**config.mk**
```make
export PLATFORM = sky130hd
export DESIGN_NAME = div5_serial_framer
export DESIGN_NICKNAME = d
export VERILOG_FILES = /design/src/rtl/div5_pkg.sv /design/src/rtl/div5_rem_fsm.sv /design/src/rtl/div5_serial_framer.sv
export SDC_FILE = /design/constraint.sdc
export NUM_CORES = 1
export LEC_CHECK = 0
export BUFFER_PORTS_ARGS = -buffer_cell sky130_fd_sc_hd__buf_2
export CAP_MARGIN = 20
export CORE_AREA = 2 2 52 42
export CTS_BUF_LIST = sky130_fd_sc_hd__clkbuf_4
export CTS_CLUSTER_SIZE = 40
export DETAILED_ROUTE_END_ITERATION = 10
export DIE_AREA = 0 0 54 44
export HOLD_SLACK_MARGIN = 0.05
export PLACE_DENSITY = 0.64
export SYNTH_ARGS = -nofsm -noshare
export SYNTH_HDL_FRONTEND = slang
export SYNTH_SLANG_ARGS = --single-unit
```
**constraint.sdc**
```tcl
create_clock -name clk_i -period 1.8 [get_ports clk_i]
set_clock_uncertainty 0.1 [all_clocks]
set_input_delay 0.36 -clock clk_i [delete_from_list [all_inputs] [get_ports clk_i]]
set_output_delay 0.36 -clock clk_i [all_outputs]
set_load 0.01 [all_outputs]
```
**src/rtl/div5_pkg.sv**
```systemverilog
// Shared definitions for the divisible-by-5 serial framer: word width,
// remainder state encoding and the mod-5 remainder transition table.
package div5_pkg;

    localparam int WORD_W = 4;

    typedef enum logic [2:0] {
        REM0 = 3'd0,
        REM1 = 3'd1,
        REM2 = 3'd2,
        REM3 = 3'd3,
        REM4 = 3'd4
    } rem_e;

    // Next remainder after shifting one bit in: (2*r + b) mod 5.
    function automatic rem_e rem_next(input rem_e r, input logic b);
        rem_e n;
        case (r)
            REM0:    n = b ? REM1 : REM0;
            REM1:    n = b ? REM3 : REM2;
            REM2:    n = b ? REM0 : REM4;
            REM3:    n = b ? REM2 : REM1;
            REM4:    n = b ? REM4 : REM3;
            default: n = REM0;
        endcase
        return n;
    endfunction

endpackage

```
**src/rtl/div5_rem_fsm.sv**
```systemverilog
// Running mod-5 remainder of an MSB-first bit stream, with a registered
// "divisible" flag; restart_i treats the prior remainder as zero.
module div5_rem_fsm (
    input  logic       clk_i,
    input  logic       rst_ni,
    input  logic       adv_i,
    input  logic       restart_i,
    input  logic       bit_i,
    output logic [2:0] rem_o,
    output logic       div5_o
);
    import div5_pkg::*;

    rem_e remState_q, remState_d, remBase;
    logic div5_q, div5_d;

    always_comb begin
        remBase    = restart_i ? REM0 : remState_q;
        remState_d = remState_q;
        div5_d     = div5_q;
        // Any advance means at least one bit is in the frame, so the flag is just rem == 0.
        if (adv_i) begin
            remState_d = rem_next(remBase, bit_i);
            div5_d     = (remState_d == REM0);
        end
    end

    always_ff @(posedge clk_i or negedge rst_ni) begin
        if (!rst_ni) begin
            remState_q <= REM0;
            div5_q     <= 1'b0;
        end else begin
            remState_q <= remState_d;
            div5_q     <= div5_d;
        end
    end

    assign rem_o  = remState_q;
    assign div5_o = div5_q;

endmodule

```
**src/rtl/div5_serial_framer.sv**
```systemverilog
// Packs an MSB-first serial stream into 4-bit words behind a valid/ready
// register and tracks the frame remainder mod 5. Optional: DIV5_FRAMER_DROP_CNT_EN.
module div5_serial_framer #(
    parameter int WORD_W = 4,
    parameter int CNT_W  = 2
) (
    input  logic              clk_i,
    input  logic              rst_ni,
    input  logic              bit_valid_i,
    input  logic              bit_i,
    input  logic              frame_start_i,
    output logic              bit_ready_o,
    output logic              word_valid_o,
    output logic [WORD_W-1:0] word_o,
    input  logic              word_ready_i,
`ifdef DIV5_FRAMER_DROP_CNT_EN
    output logic [7:0]        drop_cnt_o,
`endif
    output logic [2:0]        rem_o,
    output logic              frame_div5_o
);
    import div5_pkg::*;

    localparam logic [CNT_W-1:0] LAST = CNT_W'(WORD_W - 1);

    logic [WORD_W-1:0] shReg_q, shReg_d;
    logic [WORD_W-1:0] word_q, word_d;
    logic [CNT_W-1:0]  cnt_q, cnt_d;
    logic              wordValid_q, wordValid_d;
    logic              accept, restart, complete;

    // Only the word-completing bit has to wait for a stalled output register.
    assign bit_ready_o = !((cnt_q == LAST) && wordValid_q && !word_ready_i);
    assign accept      = bit_valid_i && bit_ready_o;
    assign restart     = accept && frame_start_i;
    assign complete    = accept && !frame_start_i && (cnt_q == LAST);

    always_comb begin
        shReg_d     = shReg_q;
        cnt_d       = cnt_q;
        word_d      = word_q;
        wordValid_d = wordValid_q;
        if (accept) begin
            if (frame_start_i) begin
                shReg_d = {{(WORD_W-1){1'b0}}, bit_i};
                cnt_d   = CNT_W'(1);
            end else begin
                shReg_d = {shReg_q[WORD_W-2:0], bit_i};
                cnt_d   = cnt_q + CNT_W'(1);
            end
        end
        if (complete) begin
            word_d      = {shReg_q[WORD_W-2:0], bit_i};
            wordValid_d = 1'b1;
        end else if (wordValid_q && word_ready_i) begin
            wordValid_d = 1'b0;
        end
    end

    always_ff @(posedge clk_i or negedge rst_ni) begin
        if (!rst_ni) begin
            shReg_q     <= '0;
            cnt_q       <= '0;
            word_q      <= '0;
            wordValid_q <= 1'b0;
        end else begin
            shReg_q     <= shReg_d;
            cnt_q       <= cnt_d;
            word_q      <= word_d;
            wordValid_q <= wordValid_d;
        end
    end

    assign word_o       = word_q;
    assign word_valid_o = wordValid_q;

`ifdef DIV5_FRAMER_DROP_CNT_EN
    logic [7:0] dropCnt_q, dropCnt_d;
    logic [8:0] dropSum;

    assign dropSum = {1'b0, dropCnt_q} + 9'(cnt_q);

    always_comb begin
        dropCnt_d = dropCnt_q;
        if (restart) begin
            dropCnt_d = dropSum[8] ? 8'hFF : dropSum[7:0];
        end
    end

    always_ff @(posedge clk_i or negedge rst_ni) begin
        if (!rst_ni) dropCnt_q <= '0;
        else         dropCnt_q <= dropCnt_d;
    end

    assign drop_cnt_o = dropCnt_q;
`endif

    div5_rem_fsm u_rem_fsm (
        .clk_i     (clk_i),
        .rst_ni    (rst_ni),
        .adv_i     (accept),
        .restart_i (restart),
        .bit_i     (bit_i),
        .rem_o     (rem_o),
        .div5_o    (frame_div5_o)
    );

endmodule
```
* Word-level counts from Yosys, hierarchy flattened
Cells that the tools add are included.
Storage, ports and cells: input bits 6, memories 0, memory bits (writable) 0, memory bits (read-only) 0, word-level logic and storage cells 37, latch bits 0, register bits after elaboration 14
Operators by class: shift operators 0, reductions and logical operators 13, add/subtract/negate cells 1, equal/unequal tests 5, multipliers 0, order comparisons 0, bitwise gates (word level) 0, multiplexer cells 12, divide/modulo/power cells 0
Operators with widths (number):
- 3-bit two-way mux | 5
- 3-bit case mux with 5 select lines | 1
- 1-bit logical AND | 7
- 3-bit by 2-bit == test with 1-bit output, second input constant | 2
- 3-bit zero test | 2
- 1-bit two-way mux | 4
- 2-bit two-way mux | 2
- 3-bit by 1-bit == test with 1-bit output, second input constant | 1
- 3-bit == test, second input constant | 1
- 1-bit zero test | 3
- 2-bit by 1-bit adder with 2-bit output, second input constant | 1
- 2-bit == test, second input constant | 1
- 2-bit nonzero test | 1

* Logic depth before layout (Yosys ltp)
Gate-level depths: netlist of the first run.
depth after elaboration 11, mapped depth 6

* Cells and area by module
From an unflattened synthesis of the first run, not the netlist that was laid out.
Second synthesis, totals: cell total of the unflattened synthesis 66, area total of the unflattened synthesis 754.5 um2
Modules (own cells, without submodules):
- div5_serial_framer | instances 1, sequential area each 250.2 um2, cells an instance 33, area each 464.2 um2
- div5_rem_fsm | instances 1, sequential area each 100.1 um2, cells an instance 33, area each 290.3 um2

* Worst setup path after synthesis of the first run
OpenSTA, ideal clock, no wires.
kind reg-to-reg, start reg cnt_q[0], end reg cnt_q[0], data required time 1.573 ns, clock period less this slack 1.524 ns, arrival 1.297 ns, path slack 0.276 ns, cell stages (with the launch flop) 7, cells stage by stage dfrtp_1 > ha_1 > and3b_1 > buf_6 > inv_8 > nand2_4 > mux2_1
On the way: word-level cells in the longest chain between the ends 5
Ends and longest elaborated chain:
- start: declaration | line div5_serial_framer.sv:28 | logic [CNT_W-1:0] cnt_q, cnt_d;
- start signal: assignment | line div5_serial_framer.sv:68 | cnt_q <= cnt_d;
- 2-bit == test | line div5_serial_framer.sv:33 | assign bit_ready_o = !((cnt_q == LAST) && wordValid_q && !word_ready_i);
- 1-bit logical AND (2 in series) | line div5_serial_framer.sv:33
- 1-bit zero test | line div5_serial_framer.sv:33
- via bit_ready_o | line div5_serial_framer.sv:12 | output logic bit_ready_o,
- 1-bit logical AND | line div5_serial_framer.sv:34 | assign accept = bit_valid_i && bit_ready_o;
The timed path passes the listed nets, and every way through them passes these cells. A chain may end at the register's enable or synchronous reset.

* Final worst setup path of the first run
start reg cnt_q[1], end out bit_ready_o
On the way: word-level cells in the longest chain between the ends 4
Ends and longest elaborated chain (line):
- 2-bit == test | div5_serial_framer.sv:33
- 1-bit logical AND (2 in series) | div5_serial_framer.sv:33
- 1-bit zero test | div5_serial_framer.sv:33
- end: declaration | div5_serial_framer.sv:12
No other way between the ends.

==> results of run 1 <==
[cell families after synthesis]
kind of cell               count (synthesis)  synth area share
and+or+nand+nor                           22             0.190
DFF                                       14             0.450
AOI/OAI and AO/OA                         18             0.156
muxes                                      7             0.101
adders and majority gates                  1            0.0161
buffers and inverters                      7            0.0868
[repair_timing]
| action | in CTS | in global routing |
|---|---|---|
| setup buffers | 3 | 1 |
| hold buffers | 1 | 0 |
| resized for setup | 2 | 1 |
| endpoints found under the hold margin | 14 | 0 |
| setup endpoints to repair | 1 | 1 |
| pin swaps | 1 | 1 |
[worst reg2reg max path, stage by stage (launching register included)]
cell,delay (ns)
dfrtp_1,0.37
ha_2,0.19
and3b_2,0.26
inv_8,0.04
buf_4,0.15
nand2_4,0.09
mux2_2,0.33
[synthesized netlist by cell type (all sizes together)]
library cell,instances
nor2,3
nor4bb,1
nand4,2
nand2,3
mux2,7
o21ai,10
ha,1
nand2b,5
a21oi,1
a41oi,1
o2111ai,1
nor2b,1
a32oi,1
o21bai,1
o211ai,1
nor3b,2
a22o,1
dfrtp,14
buf,5
or3b,1
o32ai,1
nand3,1
inv,2
and3b,2
nor3,1
[cell type report]
| class | count | area (um^2) | share of cell area |
|---|---|---|---|
| Clock buffer | 3 | 22.5 | 0.0245 |
| Multi-Input combinational cell | 48 | 364 | 0.396 |
| Inverter | 2 | 15.0 | 0.0163 |
| Tap cell | 24 | 30.0 | 0.0327 |
| Sequential cell | 14 | 350 | 0.381 |
| Timing Repair Buffer | 22 | 136 | 0.149 |
[per-stage QoR]
stage / utilization / std cells / instance area (um^2) / hold WS, ns / worst slack [ns]
finish: 0.485 / 113 / 918 / 0.283 / 0.0744
global route: 0.485 / 113 / 918 / 0.310 / 0.0110
CTS: 0.478 / 112 / 905 / 0.265 / 0.0318
detailed placement: 0.447 / 105 / 846 / 0.179 / 0.142
global placement: 0.447 / 105 / 846 / 0.175 / 0.187
floorplan: - / 69 / 778 / -0.0356 / 0.276
[worst max-delay path by stage]
stage,cells after the start,to,from,slack [ns]
2_1_floorplan,6,cnt_q[0],cnt_q[0],0.28
3_3_place_gp,5,shReg_q[0],cnt_q[0],0.19
3_5_place_dp,5,shReg_q[0],cnt_q[0],0.14
4_1_cts,4,bit_ready_o,cnt_q[0],0.03
5_1_grt,4,bit_ready_o,cnt_q[1],0.01
6_report,4,bit_ready_o,cnt_q[1],0.07
[placed cells by master, fill, tap and decap left out]
master / Yosys / layout
nand4_1: 2 / 2
a41oi_1: 1 / 1
o2111ai_1: 1 / 1
dlygate4sd3_1: 0 / 1
dfrtp_1: 14 / 14
mux2_1: 1 / 1
nor4bb_1: 1 / 1
mux2_2: 6 / 6
o21bai_1: 1 / 1
o32ai_2: 1 / 1
o211ai_1: 1 / 1
inv_1: 1 / 1
ha_2: 0 / 1
inv_8: 1 / 1
nand2_1: 2 / 2
nand2_4: 1 / 1
nor2_1: 3 / 3
nor3b_2: 1 / 1
nor3_1: 1 / 1
a21oi_1: 1 / 1
a32oi_1: 1 / 1
nor2b_1: 1 / 1
nor3b_1: 1 / 1
o21ai_0: 10 / 10
nand3_1: 1 / 1
clkbuf_4: 0 / 3
nand2b_1: 5 / 5
or3b_1: 1 / 1
and3b_2: 1 / 2
buf_2: 0 / 14
buf_4: 1 / 6
buf_6: 4 / 1
a22o_1: 1 / 1
[per-layer routing]
metal  up-vias  GRT usage
met1       292      0.235
met2        15      0.234
met3         4     0.0621
met5         -          0
li1        291          -
met4         0     0.0600
[power by group through the flow]
stage	logic (mW)	registers [mW]	clock network (mW)
after floorplan	0.134	0.452	0
after global placement	0.225	0.438	0
after detailed placement	0.227	0.440	0
after CTS	0.239	0.434	0.185
after global routing	0.271	0.443	0.199
final	0.244	0.435	0.171
[state kept, by name (all words and copies together), names as in the netlist]
signal	count
word_o	4
u_rem_fsm.rem_o	3
cnt_q	2
word_valid_o	1
u_rem_fsm.div5_o	1
shReg_q	3
==> metrics.yaml, run 1 <==
routing:
  met2WireLength_um: 722
  dr.max_layer_used: "met4"
  met1_length_um: 760
  totalWireLength_um: 1580
  drtAntennaViolNets: 0
  routed-wl-met3_um: 76
  num_vias: 602
  drtIter0Drc: 9
  drt_first_pass_iters: 4
  drt-wirelength-per-cell_um: 14.0
  post_drt_via_cell_ratio: 5.33
  route.detailed.drc: 0
global_route:
  first_global_vias: 575
  grt-ovfl-total: 0
  groute.usage.overall: 0.167
  grt_first_pass_wirelength_um: 2700
  initial_antenna_violation_count: 0
  grt_start_max_net_pins: 15
cts:
  clock_sink_count: 14
  cts.root.buffer_cell: "clkbuf_4"
  cts_buffers: 3
  cts.clk_slew.worst_paths_ns: 0.07
  cts_tree: "built"
  cts-root-to-sink-buffers: 2
  cts_htree_levels: 1
  worst_skew_pair.late_latency_ns: 0.28
timing:
  tightestPinTransition_ns: 0.368
  finalWorstPathRequiredPeriod_ns: 1.73
  relSlewSlack: 0.754
  grt_setup_unrepaired: "false"
  number_of_hold_slack_violations_in_the_final_timing_report: 0
  setup_viol: 0
  final.setup.tns_ns: 0
  number_of_pins_exceeding_their_max_slew_limit_in_the_final_report: 0
  timing.fmax_mhz: 580
  final_period_util: 0.959
setup_path:
  crit-reg2reg-capture: "shReg_q[0]"
  worstPathCellList: "ha_2, and3b_2, inv_8, buf_6"
  start_kind: "flip-flop"
  cp_data_arrival_time_ns: 1.27
  cp_top_family: "flip-flops"
  slowest_delay_ns: 0.40
  critPathCaptureType: "primary output"
  cpMaxStageDelayCell: "dfrtp_1"
  worst-setup-path-type: "reg -> out"
  critical_path.n_buffers_inverters: 2
  worstRegToRegCells: 6
  r2r_slack_ns: 0.17
  timing.critical_path.required_ns: 1.34
  r2r_start: "cnt_q[1]"
  crit_fanout: 2
die:
  effective_utilization_at_floorplan: 0.411
  die_w_um: 54
  floorplan.die.height_um: 44
  core_box_area_um2: 1890
  rows: 14
  floorplan_die_area_um2: 2380
  top_level_ports: 16
layout:
  layout-drive-gt1-share: 0.416
  finish.net_count: 98
  layout_overhead_on_the_synthesized_area_pct: 18.0
  num-fill-cells: 192
  antenna_cells_inserted: 0
pwr:
  vdd_drop_max_uv: 588
  seqPwrFrac: 0.512
  leakagePower_nw: 0.417
  switching_share: 0.306
  post-layout-total-power_mw: 0.849
  internal-power_mw: 0.589
  total_power_density_per_cell_area_nw_per_um2: 925
  combPwrFrac: 0.287
  clkPwrFrac: 0.201
  total_switching_power_mw: 0.260
min_path:
  worst_hold_path.num_cells: 3
  worst_hold_path_class: "in -> reg"
  min_from: "word_ready_i"
  worst_hold_endpoint: "word_valid_o"
yosys:
  synth_largest_type_area_fraction: 0.450
  syn-mean-instance-area_um2: 11.3
  yosysUniqueCellTypes: 31
  cell_area_after_synthesis_um2: 778
  synth.top_cells.by_area: "dfrtp_1 45%, mux2_2 8.7%, o21ai_0 6.4%, buf_6 5.8%, nand2b_1 4.0%"
  synth.yosys.warnings: 0
  synthDominantAreaCellType: "dfrtp_1"
  synth.ff_latch_count: 14
  post_synth_inst_count: 69
  mappedNetlistNets: 76
  synth.yosys.seq_area_share: 0.450
place:
  gp_routability_congestion: 0.744
  hpwlAfterDp_um: 1040
  port_buffers: 15
job:
  drv.max_cap_violation_count: 0
outcome:
  outcome: "finished, final reports clean"
No activity file was read; power rests on OpenSTA's default activity.
==> run 2, diff against run 1 <==
Settings changed: CORE_AREA 2 2 52 42 to 2 2 45 47, CTS_BUF_LIST sky130_fd_sc_hd__clkbuf_4 to sky130_fd_sc_hd__clkbuf_4 sky130_fd_sc_hd__clkbuf_8, DIE_AREA 0 0 54 44 to 0 0 47 49, MAX_ROUTING_LAYER set to met4, PLACE_DENSITY 0.64 to 0.65.
==> run 2 against run 1 <==
Net effect: via count rose by 2.3%; first-iteration DRC count rose by 56%; setup slack got worse by 0.028 ns; critical endpoint unchanged.
==> metrics.yaml, run 2 (synthesis results as in run 1) <==
outcome:
  outcome: "finished, final reports clean"
die:
  rows: 16  # +2
  floorplan.die.height_um: 49  # +11%
  core_box_area_um2: 1840  # -2.6%
  effective_utilization_at_floorplan: 0.423  # +0.0112
  top_level_ports: 16  # unchanged
  die_w_um: 47  # -13%
  floorplan_die_area_um2: 2300  # -3.1%
layout:
  register_area_um2: 350  # unchanged
  layout_commonest_cell: "buf_2"
  antenna_cells_inserted: 0  # unchanged
  utilization: 0.509  # +0.0234
  most-common-layout-cells: "15 x buf_2, 14 x dfrtp_1, 10 x o21ai_0"
  layout_overhead_on_the_synthesized_area_pct: 20.4
  num-fill-cells: 176  # -8.3%
  finish.net_count: 99  # +1.0%
  area_taken_by_multi_input_logic_gates_um2: 364  # unchanged
  layout-drive-gt1-share: 0.429  # +0.0128
  largest_register_ffs: 4  # unchanged
place:
  pre_cts_ws_ns: 0.114  # -0.0287 ns
  hpwlAfterDp_um: 1060  # +2.1%
  port_buffers: 15  # unchanged
  gp_routability_congestion: 0.744  # about the same
pwr:
  total_switching_power_mw: 0.277  # +6.5%
  total_power_density_per_cell_area_nw_per_um2: 973  # +5.3%
  post-layout-total-power_mw: 0.912  # +7.4%
  vdd_drop_max_uv: 658  # +12%
  switching_share: 0.304  # -0.00263
  leakagePower_nw: 0.424  # +1.8%
  internal-power_mw: 0.635  # +7.8%
  combPwrFrac: 0.269  # -0.018
  seqPwrFrac: 0.477  # -0.035
  clkPwrFrac: 0.255  # +0.054
global_route:
  grt_first_pass_wirelength_um: 2730  # +0.78%
  grt-ovfl-total: 0  # unchanged
  initial_antenna_violation_count: 0  # unchanged
  grt_start_max_net_pins: 15  # unchanged
  groute.usage.overall: 0.169  # +0.00186
  first_global_vias: 559  # -2.8%
min_path:
  worst_hold_path_class: "in -> reg"
job:
  drv.max_cap_violation_count: 0  # unchanged
setup_path:
  critPathCaptureType: "primary output"
  setup.worst_path.end: "bit_ready_o"
  crit_fanout: 5  # +3
  crit-reg2reg-capture: "word_o[1]"
  r2r_start: "cnt_q[0]"
  worstRegToRegCells: 5  # -1
  r2r_slack_ns: 0.19  # +0.02 ns
  start_kind: "flip-flop"
  worst-setup-path-type: "reg -> out"
  timing.critical_path.required_ns: 1.34  # about the same
  cp_data_arrival_time_ns: 1.29  # +0.02 ns
  crit_start: "cnt_q[1]"
cts:
  cts_htree_levels: 1  # unchanged
  cts.root.buffer_cell: "clkbuf_4"
  clock_sink_count: 14  # unchanged
  worst_skew_pair.late_latency_ns: 0.29  # about the same
  cts.clk_slew.worst_paths_ns: 0.09  # +0.02 ns
  cts_tree: "built"
  cts-root-to-sink-buffers: 2  # unchanged
  cts_buffers: 3  # unchanged
routing:
  drtAntennaViolNets: 0  # unchanged
  post_drt_via_cell_ratio: 5.22  # -2.0%
  drtIter0Drc: 14  # +5
  drt-wirelength-per-cell_um: 13.7  # -2.2%
  num_vias: 616  # +2.3%
  drt_first_pass_iters: 4  # unchanged
  totalWireLength_um: 1610  # +2.2%
  route.detailed.drc: 0  # unchanged
timing:
  fin_ws_ns: 0.0460  # -0.0284 ns
  tightestPinTransition_ns: 0.367  # -0.00105 ns
  final_period_util: 0.974  # +0.0158
  setup_viol: 0  # unchanged
  number_of_hold_slack_violations_in_the_final_timing_report: 0  # unchanged
  relSlewSlack: 0.755  # +0.00177
  timing.fmax_mhz: 570  # -1.6%
  number_of_pins_exceeding_their_max_slew_limit_in_the_final_report: 0  # unchanged
  finalWorstPathRequiredPeriod_ns: 1.75  # +0.0284 ns
-- run 2: changes by cell type in the layout (fill, tap and decap cells not counted) --
cell,before,now
buf_4,6,7
buf_2,14,15
clkbuf_8,0,1
buf_6,1,0
-- run 2: worst min path at each step --
stage / from / to / cells after the start
after floorplan: rst_ni / cnt_q[0] / 0
after global placement: rst_ni / cnt_q[1] / 1
after detailed placement: rst_ni / cnt_q[1] / 1
after CTS: word_ready_i / word_valid_o / 3
after global routing: word_ready_i / word_valid_o / 3
final: word_ready_i / word_valid_o / 3
-- run 2: what timing repair did --
item / 4_1_cts / 5_1_grt
endpoints found under the setup margin: 1 / 1
pin swaps: 1 / 1
setup buffers: 2 / 5
hold buffers: 1 / 0
hold endpoints to repair: 14 / 0
resized for setup: 2 / 0
-- run 2: power groups by stage --
stage	clock, mW	combinational [mW]	sequential (mW)
6_report	0.232	0.245	0.435
5_1_grt	0.252	0.272	0.444
4_1_cts	0.235	0.237	0.435
3_5_place_dp	0	0.226	0.441
3_3_place_gp	0	0.219	0.440
2_1_floorplan	0	0.134	0.452
-- run 2: final cells by class --
cell class,instances,share of cell area
Clock buffer,4,0.0387
Inverter,2,0.0160
Multi-Input combinational cell,48,0.389
Sequential cell,14,0.374
Tap cell,27,0.0360
Timing Repair Buffer,23,0.147
-- run 2: per-layer routing --
| layer | track usage | vias up | part of all wire |
|---|---|---|---|
| met2 | 0.212 | 11 | 0.47 |
| met3 | 0.0333 | 4 | 0.027 |
| li1 | - | 295 | - |
| met1 | 0.254 | 306 | 0.49 |
| met4 | 0.0833 | 0 | 0.017 |
| met5 | - | - | 0 |
-- run 2: through the flow --
stage	setup TNS [ns]	instances	area [um^2]	hold WS (ns)
floorplan	0	69	778	-0.0356
finish	0	118	937	0.277
global placement	0	106	835	0.166
CTS	0	113	900	0.274
detailed placement	0	106	835	0.173
global route	-0.00291	118	937	0.277
-- run 2: critical path, cell delays in order, from the launching register on --
cell,delay (ns)
dfrtp_1,0.39
ha_2,0.19
and3b_2,0.25
inv_8,0.07
buf_2,0.12
==> run 3, diff against run 2 <==
Settings changed: CORE_AREA 2 2 45 47 to 2 2 44 46, DIE_AREA 0 0 47 49 to 0 0 46 48, PLACE_DENSITY 0.65 to 0.66, SYNTH_HIERARCHICAL set to 1.
==> run 3 against run 2 <==
Net effect: sequential share of layout area grew 1.8 points; count of clock-buffer cells in the layout is the same; critical endpoint is now u_rem_fsm/rem_o[0]; sequential power grew 11%; synthesized cell count shrank 4.3%.
==> metrics.yaml, run 3 <==
die:
  die_w_um: 46  # -2.1%
  floorplan_die_area_um2: 2210  # -4.1%
  rows: 15  # -1
  effective_utilization_at_floorplan: 0.447  # +0.0241
  top_level_ports: 16  # unchanged
  floorplan.die.height_um: 48  # -2.0%
  core_box_area_um2: 1690  # -8.3%
pwr:
  seqPwrFrac: 0.459  # -0.018
  leakagePower_nw: 0.436  # +2.9%
  vdd_drop_max_uv: 805  # +22%
  internal-power_mw: 0.706  # +11%
  combPwrFrac: 0.322  # +0.053
  total_power_density_per_cell_area_nw_per_um2: 1170  # +21%
  clkPwrFrac: 0.219  # -0.036
  switching_share: 0.328  # +0.0241
  total_switching_power_mw: 0.344  # +24%
timing:
  setup_viol: 0  # unchanged
  number_of_hold_slack_violations_in_the_final_timing_report: 0  # unchanged
  timing.fmax_mhz: 588  # +3.2%
  number_of_pins_exceeding_their_max_slew_limit_in_the_final_report: 0  # unchanged
  final.setup.tns_ns: 0  # unchanged
  finalWorstPathRequiredPeriod_ns: 1.70  # -0.0540 ns
  hold_slack_ns: 0.381  # +0.104 ns
  tightestPinTransition_ns: 0.319  # -0.0476 ns
  final_period_util: 0.944  # -0.0300
  relSlewSlack: 0.787  # +0.0317
  grt_setup_unrepaired: "false"
layout:
  most-common-layout-cells: "15 x buf_2, 14 x dfrtp_1, 9 x mux2_2"
  layout-drive-gt1-share: 0.440  # +0.0119
  antenna_cells_inserted: 0  # unchanged
  layout_commonest_cell: "buf_2"
  largest_register_ffs: 4  # unchanged
  layout_overhead_on_the_synthesized_area_pct: 18.6
  finish.net_count: 92  # -7.1%
  num-fill-cells: 151  # -14%
yosys:
  synth.top_cells.by_area: "dfrtp_1 46%, mux2_2 13%, nor2b_1 3.3%, nand3b_4 2.7%, inv_1 2.5%"
  post_synth_most_frequent_cells: "14 x dfrtp_1, 9 x mux2_2, 5 x inv_1"
  synth.yosys.warnings: 6  # +6
  syn-mean-instance-area_um2: 11.4  # +1.4%
  synth_most_common_cell: "dfrtp_1"
  ys_async_sr_fraction: 1.00  # unchanged
  synth_largest_type_area_fraction: 0.464  # +0.0142
  mappedNetlistNets: 73  # -3.9%
  post_synth_inst_count: 66  # -4.3%
  synth_enable_flop_cells: 0  # unchanged
  synth_flop_cell: "dfrtp_1"
  yosysUniqueCellTypes: 29  # -6.5%
  synth.ff_latch_count: 14  # unchanged
  cell_area_after_synthesis_um2: 754  # -3.1%
  synth.yosys.seq_area_share: 0.464  # +0.0142
  synthDominantAreaCellType: "dfrtp_1"
setup_path:
  critical_path.n_buffers_inverters: 0  # -2
  critPathCaptureType: "flip-flop"
  worst-setup-path-type: "reg -> reg"
  timing.critical_path.depth: 7  # +3
  setup.worst_path.end: "u_rem_fsm/rem_o[0]"
  start_kind: "flip-flop"
  cp_top_family: "simple AND/OR/NAND/NOR gates"
  crit-reg2reg-capture: "u_rem_fsm/rem_o[0]"
  critPathMostFrequentCell: "a22o_1"
  slowest_delay_ns: 0.41  # +0.02 ns
  timing.critical_path.required_ns: 1.88  # +0.54 ns
  crit_fanout: 8  # +3
  cp_data_arrival_time_ns: 1.78  # +0.49 ns
  crit_start: "cnt_q[0]"
  worstRegToRegCells: 7  # +2
  cpMaxStageDelayCell: "dfrtp_1"
  worstPathCellList: "ha_1, nand3b_4, nand2_2, nor2_4, nor2_1, a22o_1, a22o_1"
  r2r_slack_ns: 0.10  # -0.09 ns
  r2r_start: "cnt_q[0]"
routing:
  totalWireLength_um: 1300  # -20%
  drt_first_pass_iters: 4  # unchanged
  num_vias: 547  # -11%
  post_drt_via_cell_ratio: 5.42  # +3.7%
  drtIter0Drc: 10  # -4
  drt-wirelength-per-cell_um: 12.8  # -6.1%
  route.detailed.drc: 0  # unchanged
  drtAntennaViolNets: 0  # unchanged
global_route:
  grt-ovfl-total: 0  # unchanged
  grt_first_pass_wirelength_um: 2010  # -26%
  first_global_vias: 437  # -22%
  groute.usage.overall: 0.135  # -0.0336
  grt_start_max_net_pins: 15  # unchanged
  initial_antenna_violation_count: 0  # unchanged
min_path:
  worst_hold_path_class: "in -> reg"
cts:
  cts_tree: "built"
  cts.root.buffer_cell: "clkbuf_4"
  cts_buffers: 3  # unchanged
  cts.repair_timing.setup_buffer_count: 0  # -2
  cts_htree_levels: 1  # unchanged
  cts.clk_slew.worst_paths_ns: 0.09  # about the same
  worst_skew_pair.late_latency_ns: 0.28  # about the same
  cts-root-to-sink-buffers: 2  # unchanged
  clock_sink_count: 14  # unchanged
place:
  gp_routability_congestion: 0.804  # +8.2%
  hpwlAfterDp_um: 944  # -11%
  port_buffers: 15  # unchanged
outcome:
  outcome: "finished, final reports clean"
job:
  drv.max_cap_violation_count: 0  # unchanged
## run 3: repair_timing
| item | CTS | global route |
|---|---|---|
| setup endpoints to repair | 0 | 1 |
| gates resized for setup | 0 | 2 |
| endpoints found under the hold margin | 14 | 0 |
| hold buffers | 1 | 0 |
## run 3: routing by layer
| metal | up-vias | routed length, um | share of wire | GRT usage |
|---|---|---|---|---|
| met3 | 2 | 51 | 0.039 | 0.0226 |
| li1 | 269 | - | - | - |
| met2 | 13 | 533 | 0.41 | 0.167 |
| met5 | - | 0 | 0 | - |
| met4 | 0 | 5 | 0.0039 | 0.0686 |
| met1 | 263 | 704 | 0.54 | 0.205 |
## run 3: final cells by class
class                   instances  area [um^2]  area share
flip-flops and latches         14          350       0.392
inverters                       5         18.8      0.0210
clock buffers                   4         36.3      0.0406
repair buffers                 18          100       0.112
multi-input cells              43          368       0.411
well taps                      17         21.3      0.0238
## run 3: power by group through the flow
stage / Combinational [mW] / Clock, mW / Sequential [mW]
after floorplan: 0.217 / 0 / 0.496
after global placement: 0.332 / 0 / 0.486
after detailed placement: 0.335 / 0 / 0.488
after CTS: 0.338 / 0.240 / 0.481
after global routing: 0.374 / 0.254 / 0.498
final: 0.338 / 0.230 / 0.482
## run 3: worst register-to-register path, cell delays in order, from the launching register on
cell and delay, ns:
dfrtp_1 0.41, ha_1 0.25, nand3b_4 0.10, nand2_2 0.09, nor2_4 0.17, nor2_1 0.07
a22o_1 0.20, a22o_1 0.22
## run 3: metrics by stage
step	worst slack [ns]	instances	total power [mW]	util	instance area, um^2
2_1_floorplan	0.0862	66	0.713	-	757
3_3_place_gp	0.0827	96	0.817	0.496	837
3_5_place_dp	0.0292	96	0.823	0.496	837
4_1_cts	0.0227	101	1.06	0.523	883
5_1_grt	0.00580	101	1.13	0.530	895
6_report	0.100	101	1.05	0.530	895
## run 3: worst min path at each step
stage | cells after the start | to | from
floorplan | 0 | cnt_q[0] | rst_ni
detailed placement | 1 | word_o[3] | rst_ni
global placement | 1 | word_valid_o | rst_ni
finish | 3 | shReg_q[0] | bit_valid_i
CTS | 3 | shReg_q[0] | bit_valid_i
global route | 3 | word_valid_o | word_ready_i
## run 3: logic make-up after synthesis
kind of cell	share of synthesized area
flops	0.464
simple gates	0.202
mux	0.134
buf+inv	0.0663
fa+ha+maj	0.0166
compound gates	0.116
